<file path="config.mk">
export PLATFORM = sky130hd
export DESIGN_NAME = xspi_slave
export DESIGN_NICKNAME = d
export VERILOG_FILES = /design/src/rtl/xspi_pkg.sv /design/src/rtl/xspi_sync.sv /design/src/rtl/xspi_slave.sv
export SDC_FILE = /design/constraint.sdc
export NUM_CORES = 1
export LEC_CHECK = 0
export ABC_CLOCK_PERIOD_IN_PS = 1700
export BUFFER_PORTS_ARGS = -buffer_cell sky130_fd_sc_hd__buf_2
export CELL_PAD_IN_SITES_DETAIL_PLACEMENT = 1
export CELL_PAD_IN_SITES_GLOBAL_PLACEMENT = 1
export CORE_MARGIN = 2
export CORE_UTILIZATION = 39
export DETAILED_ROUTE_END_ITERATION = 10
export PLACE_DENSITY_LB_ADDON = 0.1
export SETUP_SLACK_MARGIN = 0.4
export SLEW_MARGIN = 20
export SYNTH_ARGS = -nofsm -noshare
export SYNTH_HDL_FRONTEND = slang
export SYNTH_SLANG_ARGS = --single-unit
</file>
<file path="constraint.sdc">
create_clock -name clk -period 1.7 [get_ports clk]
set_input_delay 0.34 -clock clk [delete_from_list [all_inputs] [get_ports clk]]
set_output_delay 0.34 -clock clk [all_outputs]
set_load 0.02 [all_outputs]
</file>
<file path="src/rtl/xspi_pkg.sv">
// Shared definitions for the xSPI slave: FSM states, header layout,
// lane-mode constants and the lane output-enable helper.
package xspi_pkg;

   typedef enum logic [2:0] {
      S_IDLE,
      S_HDR,
      S_DUMMY,
      S_WDATA,
      S_RDATA
   } state_t;

   // Header byte: bit 7 selects write (1) or read (0),
   // low ADDR_W bits carry the start address.
   localparam int HDR_RW_BIT = 7;

   localparam int LANE_SINGLE = 1;
   localparam int LANE_DUAL   = 2;
   localparam int LANE_QUAD   = 4;

   // In single-lane mode data leaves on sdio[1] (classic MISO).
   localparam int SINGLE_OUT_LANE = 1;

   function automatic logic [3:0] lane_mask(input int lanes);
      if (lanes == LANE_SINGLE) return 4'b0010;
      if (lanes == LANE_DUAL)   return 4'b0011;
      return 4'b1111;
   endfunction

endpackage

</file>
<file path="src/rtl/xspi_sync.sv">
// Two-flop synchronizer with rise/fall edge detect for sck or nss.
// Ports: clk, reset_n, din (async) -> rise, fall (one clk pulses).
module xspi_sync (
   input  logic clk,
   input  logic reset_n,
   input  logic din,
   output logic rise,
   output logic fall
);

   // sr[0], sr[1] form the synchronizer; sr[2] is the history bit.
   // Resetting to 0 means a low nss at reset release gives no falling
   // edge, so a transaction already in flight is never picked up.
   logic [2:0] sr;

   always_ff @(posedge clk or negedge reset_n) begin
      if (!reset_n) sr <= '0;
      else          sr <= {sr[1:0], din};
   end

   assign rise = sr[1] & ~sr[2];
   assign fall = ~sr[1] & sr[2];

endmodule

</file>
<file path="src/rtl/xspi_slave.sv">
// Multi-lane SPI slave bridging serial transactions to a byte CSR bus.
// Ports: clk/reset_n, sck/nss/sdio_* serial side, csr_* bus, overrun flag.
module xspi_slave
   import xspi_pkg::*;
#(
   parameter int LANES    = 4,
   parameter int ADDR_W   = 5,
   parameter int DUMMY    = 2,
   parameter int AUTO_INC = 1
) (
   input  logic              clk,
   input  logic              reset_n,
   input  logic              sck,
   input  logic              nss,
   input  logic [3:0]        sdio_i,
   output logic [3:0]        sdio_o,
   output logic [3:0]        sdio_oe,
   output logic              chip_select,
   output logic [ADDR_W-1:0] csr_address,
   output logic              csr_read,
   output logic              csr_write,
   input  logic [7:0]        csr_readdata,
   output logic [7:0]        csr_writedata,
   output logic              overrun
);

   localparam int              EDGES = 8 / LANES;
   localparam logic [2:0]      LAST  = 3'(EDGES - 1);
   localparam logic [3:0]      DLAST = 4'(DUMMY - 1);
   localparam logic [ADDR_W-1:0] INC = ADDR_W'(AUTO_INC);

   logic sck_rise, sck_fall;
   logic nss_rise, nss_fall;

   xspi_sync u_sck (
      .clk     (clk),
      .reset_n (reset_n),
      .din     (sck),
      .rise    (sck_rise),
      .fall    (sck_fall)
   );

   xspi_sync u_nss (
      .clk     (clk),
      .reset_n (reset_n),
      .din     (nss),
      .rise    (nss_rise),
      .fall    (nss_fall)
   );

   state_t           state;
   logic [2:0]       bcnt;
   logic [2:0]       ocnt;
   logic [3:0]       dcnt;
   logic [7-LANES:0] sh_in;
   logic [7:0]       out_sh;
   logic [7:0]       pbuf;
   logic             pvalid;
   logic             rd_wait;
   logic [7:0]       byte_in;

   // Byte as it stands once the current rising edge is shifted in.
   assign byte_in = {sh_in, sdio_i[LANES-1:0]};

   function automatic logic [3:0] place(input logic [LANES-1:0] v);
      logic [3:0] o;
      o = '0;
      if (LANES == LANE_SINGLE) o[SINGLE_OUT_LANE] = v[0];
      else                      o[LANES-1:0] = v;
      return o;
   endfunction

   always_ff @(posedge clk or negedge reset_n) begin
      if (!reset_n) begin
         state         <= S_IDLE;
         bcnt          <= '0;
         ocnt          <= '0;
         dcnt          <= '0;
         sh_in         <= '0;
         out_sh        <= '0;
         pbuf          <= '0;
         pvalid        <= 1'b0;
         rd_wait       <= 1'b0;
         sdio_o        <= '0;
         sdio_oe       <= '0;
         chip_select   <= 1'b0;
         csr_address   <= '0;
         csr_read      <= 1'b0;
         csr_write     <= 1'b0;
         csr_writedata <= '0;
         overrun       <= 1'b0;
      end else begin
         csr_read  <= 1'b0;
         csr_write <= 1'b0;
         // Read data arrives the cycle after the strobe.
         rd_wait   <= csr_read;
         if (rd_wait) begin
            pbuf   <= csr_readdata;
            pvalid <= 1'b1;
         end
         // Write address advances right after its strobe.
         if (csr_write) csr_address <= csr_address + INC;

         if (nss_rise) begin
            state       <= S_IDLE;
            chip_select <= 1'b0;
            sdio_oe     <= '0;
            sdio_o      <= '0;
            pvalid      <= 1'b0;
         end else begin
            unique case (state)
               S_IDLE: begin
                  if (nss_fall) begin
                     state       <= S_HDR;
                     chip_select <= 1'b1;
                     overrun     <= 1'b0;
                     bcnt        <= '0;
                  end
               end
               S_HDR: begin
                  if (sck_rise) begin
                     sh_in <= byte_in[7-LANES:0];
                     if (bcnt == LAST) begin
                        bcnt        <= '0;
                        csr_address <= byte_in[ADDR_W-1:0];
                        if (byte_in[HDR_RW_BIT]) begin
                           state <= S_WDATA;
                        end else begin
                           csr_read <= 1'b1;
                           pvalid   <= 1'b0;
                           dcnt     <= '0;
                           ocnt     <= '0;
                           state    <= (DUMMY == 0) ? S_RDATA
                                                    : S_DUMMY;
                        end
                     end else begin
                        bcnt <= bcnt + 3'd1;
                     end
                  end
               end
               S_WDATA: begin
                  if (sck_rise) begin
                     sh_in <= byte_in[7-LANES:0];
                     if (bcnt == LAST) begin
                        bcnt          <= '0;
                        csr_write     <= 1'b1;
                        csr_writedata <= byte_in;
                     end else begin
                        bcnt <= bcnt + 3'd1;
                     end
                  end
               end
               S_DUMMY: begin
                  if (sck_fall) begin
                     dcnt <= dcnt + 4'd1;
                     if (dcnt == DLAST) state <= S_RDATA;
                  end
               end
               S_RDATA: begin
                  if (sck_fall) begin
                     sdio_oe <= lane_mask(LANES);
                     ocnt    <= (ocnt == LAST) ? 3'd0 : ocnt + 3'd1;
                     if (ocnt == 3'd0) begin
                        // Word boundary: consume prefetch, fetch next.
                        if (!pvalid) overrun <= 1'b1;
                        sdio_o      <= place(pbuf[7 -: LANES]);
                        out_sh      <= pbuf << LANES;
                        pvalid      <= 1'b0;
                        csr_address <= csr_address + INC;
                        csr_read    <= 1'b1;
                     end else begin
                        sdio_o <= place(out_sh[7 -: LANES]);
                        out_sh <= out_sh << LANES;
                     end
                  end
               end
               default: state <= S_IDLE;
            endcase
         end
      end
   end

endmodule
</file>
==> results_dict.tcl <==
set metrics [dict create \
    power_mw 5.15 \
    n_antenna_cell 0 \
    path_buf_inv 0 \
    drc_errors 0 \
    cts_tree "built" \
    setup_viol 1 \
    slowest_stage "dfrtp_2" \
    worst_slew_pin_slew_ps 392 \
    die_x_um 90.6 \
    required_ps 1970 \
    clk_pin_slew_ps 70 \
    clock.fmax_mhz 577 \
    cp_slowest_stage_delay_ps 470 \
    path_cells "or3b_4 > or4_4 > mux2_4 > nor3_2" \
    report.final.slew_viol_count 0 \
    period_share_pct 102 \
    rows 31 \
    grt_pass1_vias 2709 \
    synthCells 277 \
    power.leakage_nw 2.08 \
    synth-main-ff-cell "dfrtp_1" \
    grt_overflow 0 \
    yosysTopAreaCell "dfrtp_1" \
    final_util_pct 61.9 \
    vias 2589 \
    hold_slack_ps -11.4 \
    synth_top_area_share_pct 50.5 \
    dieArea_mm2 0.00820 \
    powerDensity_mw_per_mm2 1150 \
    cts_sinks 59 \
    fin_skew_ps 6.50 \
    hold_viol_final 3 \
    syn-num-nets 298 \
    synth_area_leaders "dfrtp_1, mux2_2, nand2_1, nor2_1, a21oi_1" \
    cts_max_path_buffers 2 \
    clk_latency_ps 340 \
    fin_ws_ps -33.8 \
    yosysSeqAreaShare_pct 50.5 \
    max_cap_violations 0 \
    crit_family "simple AND/OR/NAND/NOR gates" \
    clockRootBuffer "clkbuf_8" \
    path_max_fanout 6 \
    drt_iter0_drc 75 \
    grt_pass1_wl_um 13400 \
    antenna_found_initial 0 \
    cts_made_buffers 9 \
    timing.rr.start "state[0]" \
    syn_area_mm2 0.00292 \
    reg2reg_depth 4 \
    drive_above_1_share_pct 55.3 \
    grt_start_max_net_pins 60 \
    outcome "finished with violations" \
    dp_hpwl_um 5270 \
    cts_max_level 3 \
    violations "hold timing, setup timing" \
    synth_async_sr_flop_share_pct 100 \
    critPathArrivalTime_ps 2000 \
    gp_congestion 0.759 \
    min_period_ps 1730 \
    r2r-end "state[2]" \
    postPlaceCellArea_mm2 0.00352 \
    grtUsageTotal_pct 20.5 \
    crit_path_end_kind "flop" \
    wl_um 8940 \
    r2r_setup_slack_ps -30 \
    nFillCells 767 \
    nets 410 \
    yosys_warnings 0 \
    antenna_left 0 \
    min_path_type "input port to async pin" \
    synth.distinct_cells 56 \
    ioPinCount 41 \
    drt-vias-per-instance 5.25 \
    relSlewSlack_pct 73.9 \
    cp-start-kind "flop" \
    area_growth_pct 53.5 \
    routedWlPerCell_um 18.1 \
    rsz0062_at_grt "yes" \
    core_mm2 0.00725 \
    port_buffers 40 \
    synth_edf_count 0 \
    peakVddDrop_v 0.000634 \
    synth_area_per_cell_um2 10.6 \
    firstDrtPassIters 4 \
    die_y_um 90.6 \
    ys_ff_latch 59 \
    start_util_pct 40.3 \
    crit_type "flop to flop" \
    pre_cts_ws_ps -31.5 \
    final_cell_area_mm2 0.00449 \
]
cell usage after synthesis (all sizes together) (6+ instances only):
master and instances:
nor3 8, nor2 18, nand2 26, clkbuf 11, mux2 22, o21ai 6, inv 12, nand3 11
a21oi 13, buf 8, a31oi 6, dfrtp 59
power by group:
group / leakage (nW) / switching [mW] / internal (mW)
logic: 1.23 / 0.977 / 1.08
registers: 0.761 / 0.228 / 1.68
clock network: 0.0884 / 0.586 / 0.604
total: 2.08 / 1.79 / 3.36
layout make-up:
cell class                      instances  area, um2  share of cell area, %
Clock inverter                          4       25.0                  0.558
Inverter                               12       47.5                   1.06
Tap cell                               99        124                   2.76
Timing Repair Buffer                  119        936                   20.9
Clock buffer                           12        155                   3.46
Multi-Input combinational cell        188       1720                   38.3
Sequential cell                        59       1480                   33.0
cells by family after synthesis:
logic type,share of synthesized area [%]
buf+inv,4.67
simple gates,19.6
compound gates,11.9
flops,50.5
xor+xnor,1.20
mux,9.97
fa+ha+maj,2.14
sequential cells by signal, indices dropped and copies added (netlist names), 4 cells and up:
name / count
csr_writedata: 8
pbuf: 8
csr_address: 5
dcnt: 4
sh_in: 4
sdio_o: 4
out_sh: 4
cell usage in the layout (no fill, tap or decap), types with 7 or more instances in the layout:
cell type  count
buf_4         51
buf_6         30
nor2_1        12
mux2_4        14
inv_1         10
clkbuf_8      11
nand2_1       25
nand3_2        7
dfrtp_1       56
mux2_2         8
buf_2         36
a21oi_1        8
what timing repair did:
item | CTS | global route
resized for setup | 39 | 76
pin swaps | 14 | 23
setup endpoints to repair | 47 | 50
hold endpoints to repair | 0 | 0
cloned | 2 | 0
hold buffers | 0 | 0
buffers inserted | 19 | 21
worst max-delay path by stage:
| stage | startpoint | endpoint | slack, ps | depth (start not counted) |
|---|---|---|---|---|
| after floorplan | u_nss.sr[1] | csr_address[2] | 50 | 6 |
| after global placement | state[0] | state[2] | 20 | 4 |
| after detailed placement | state[0] | state[2] | -30 | 4 |
| after CTS | u_sck.sr[1] | state[2] | -30 | 4 |
| after global routing | u_sck.sr[2] | state[2] | -90 | 4 |
| final | state[0] | state[2] | -30 | 4 |
metrics by stage:
stage          instances  TNS (ps)
2_1_floorplan        277         0
3_3_place_gp         435         0
3_5_place_dp         435      -156
4_1_cts              472     -52.1
5_1_grt              493      -804
6_report             493     -33.8
metal layers:
| layer | wire [um] | track usage, % | up-vias |
|---|---|---|---|
| met4 | 131 | 6.67 | 0 |
| met5 | 0 | 0 | - |
| li1 | - | - | 1223 |
| met2 | 4490 | 33.8 | 50 |
| met3 | 277 | 4.51 | 13 |
| met1 | 4040 | 26.9 | 1303 |
(Power assumes the default switching activity.)
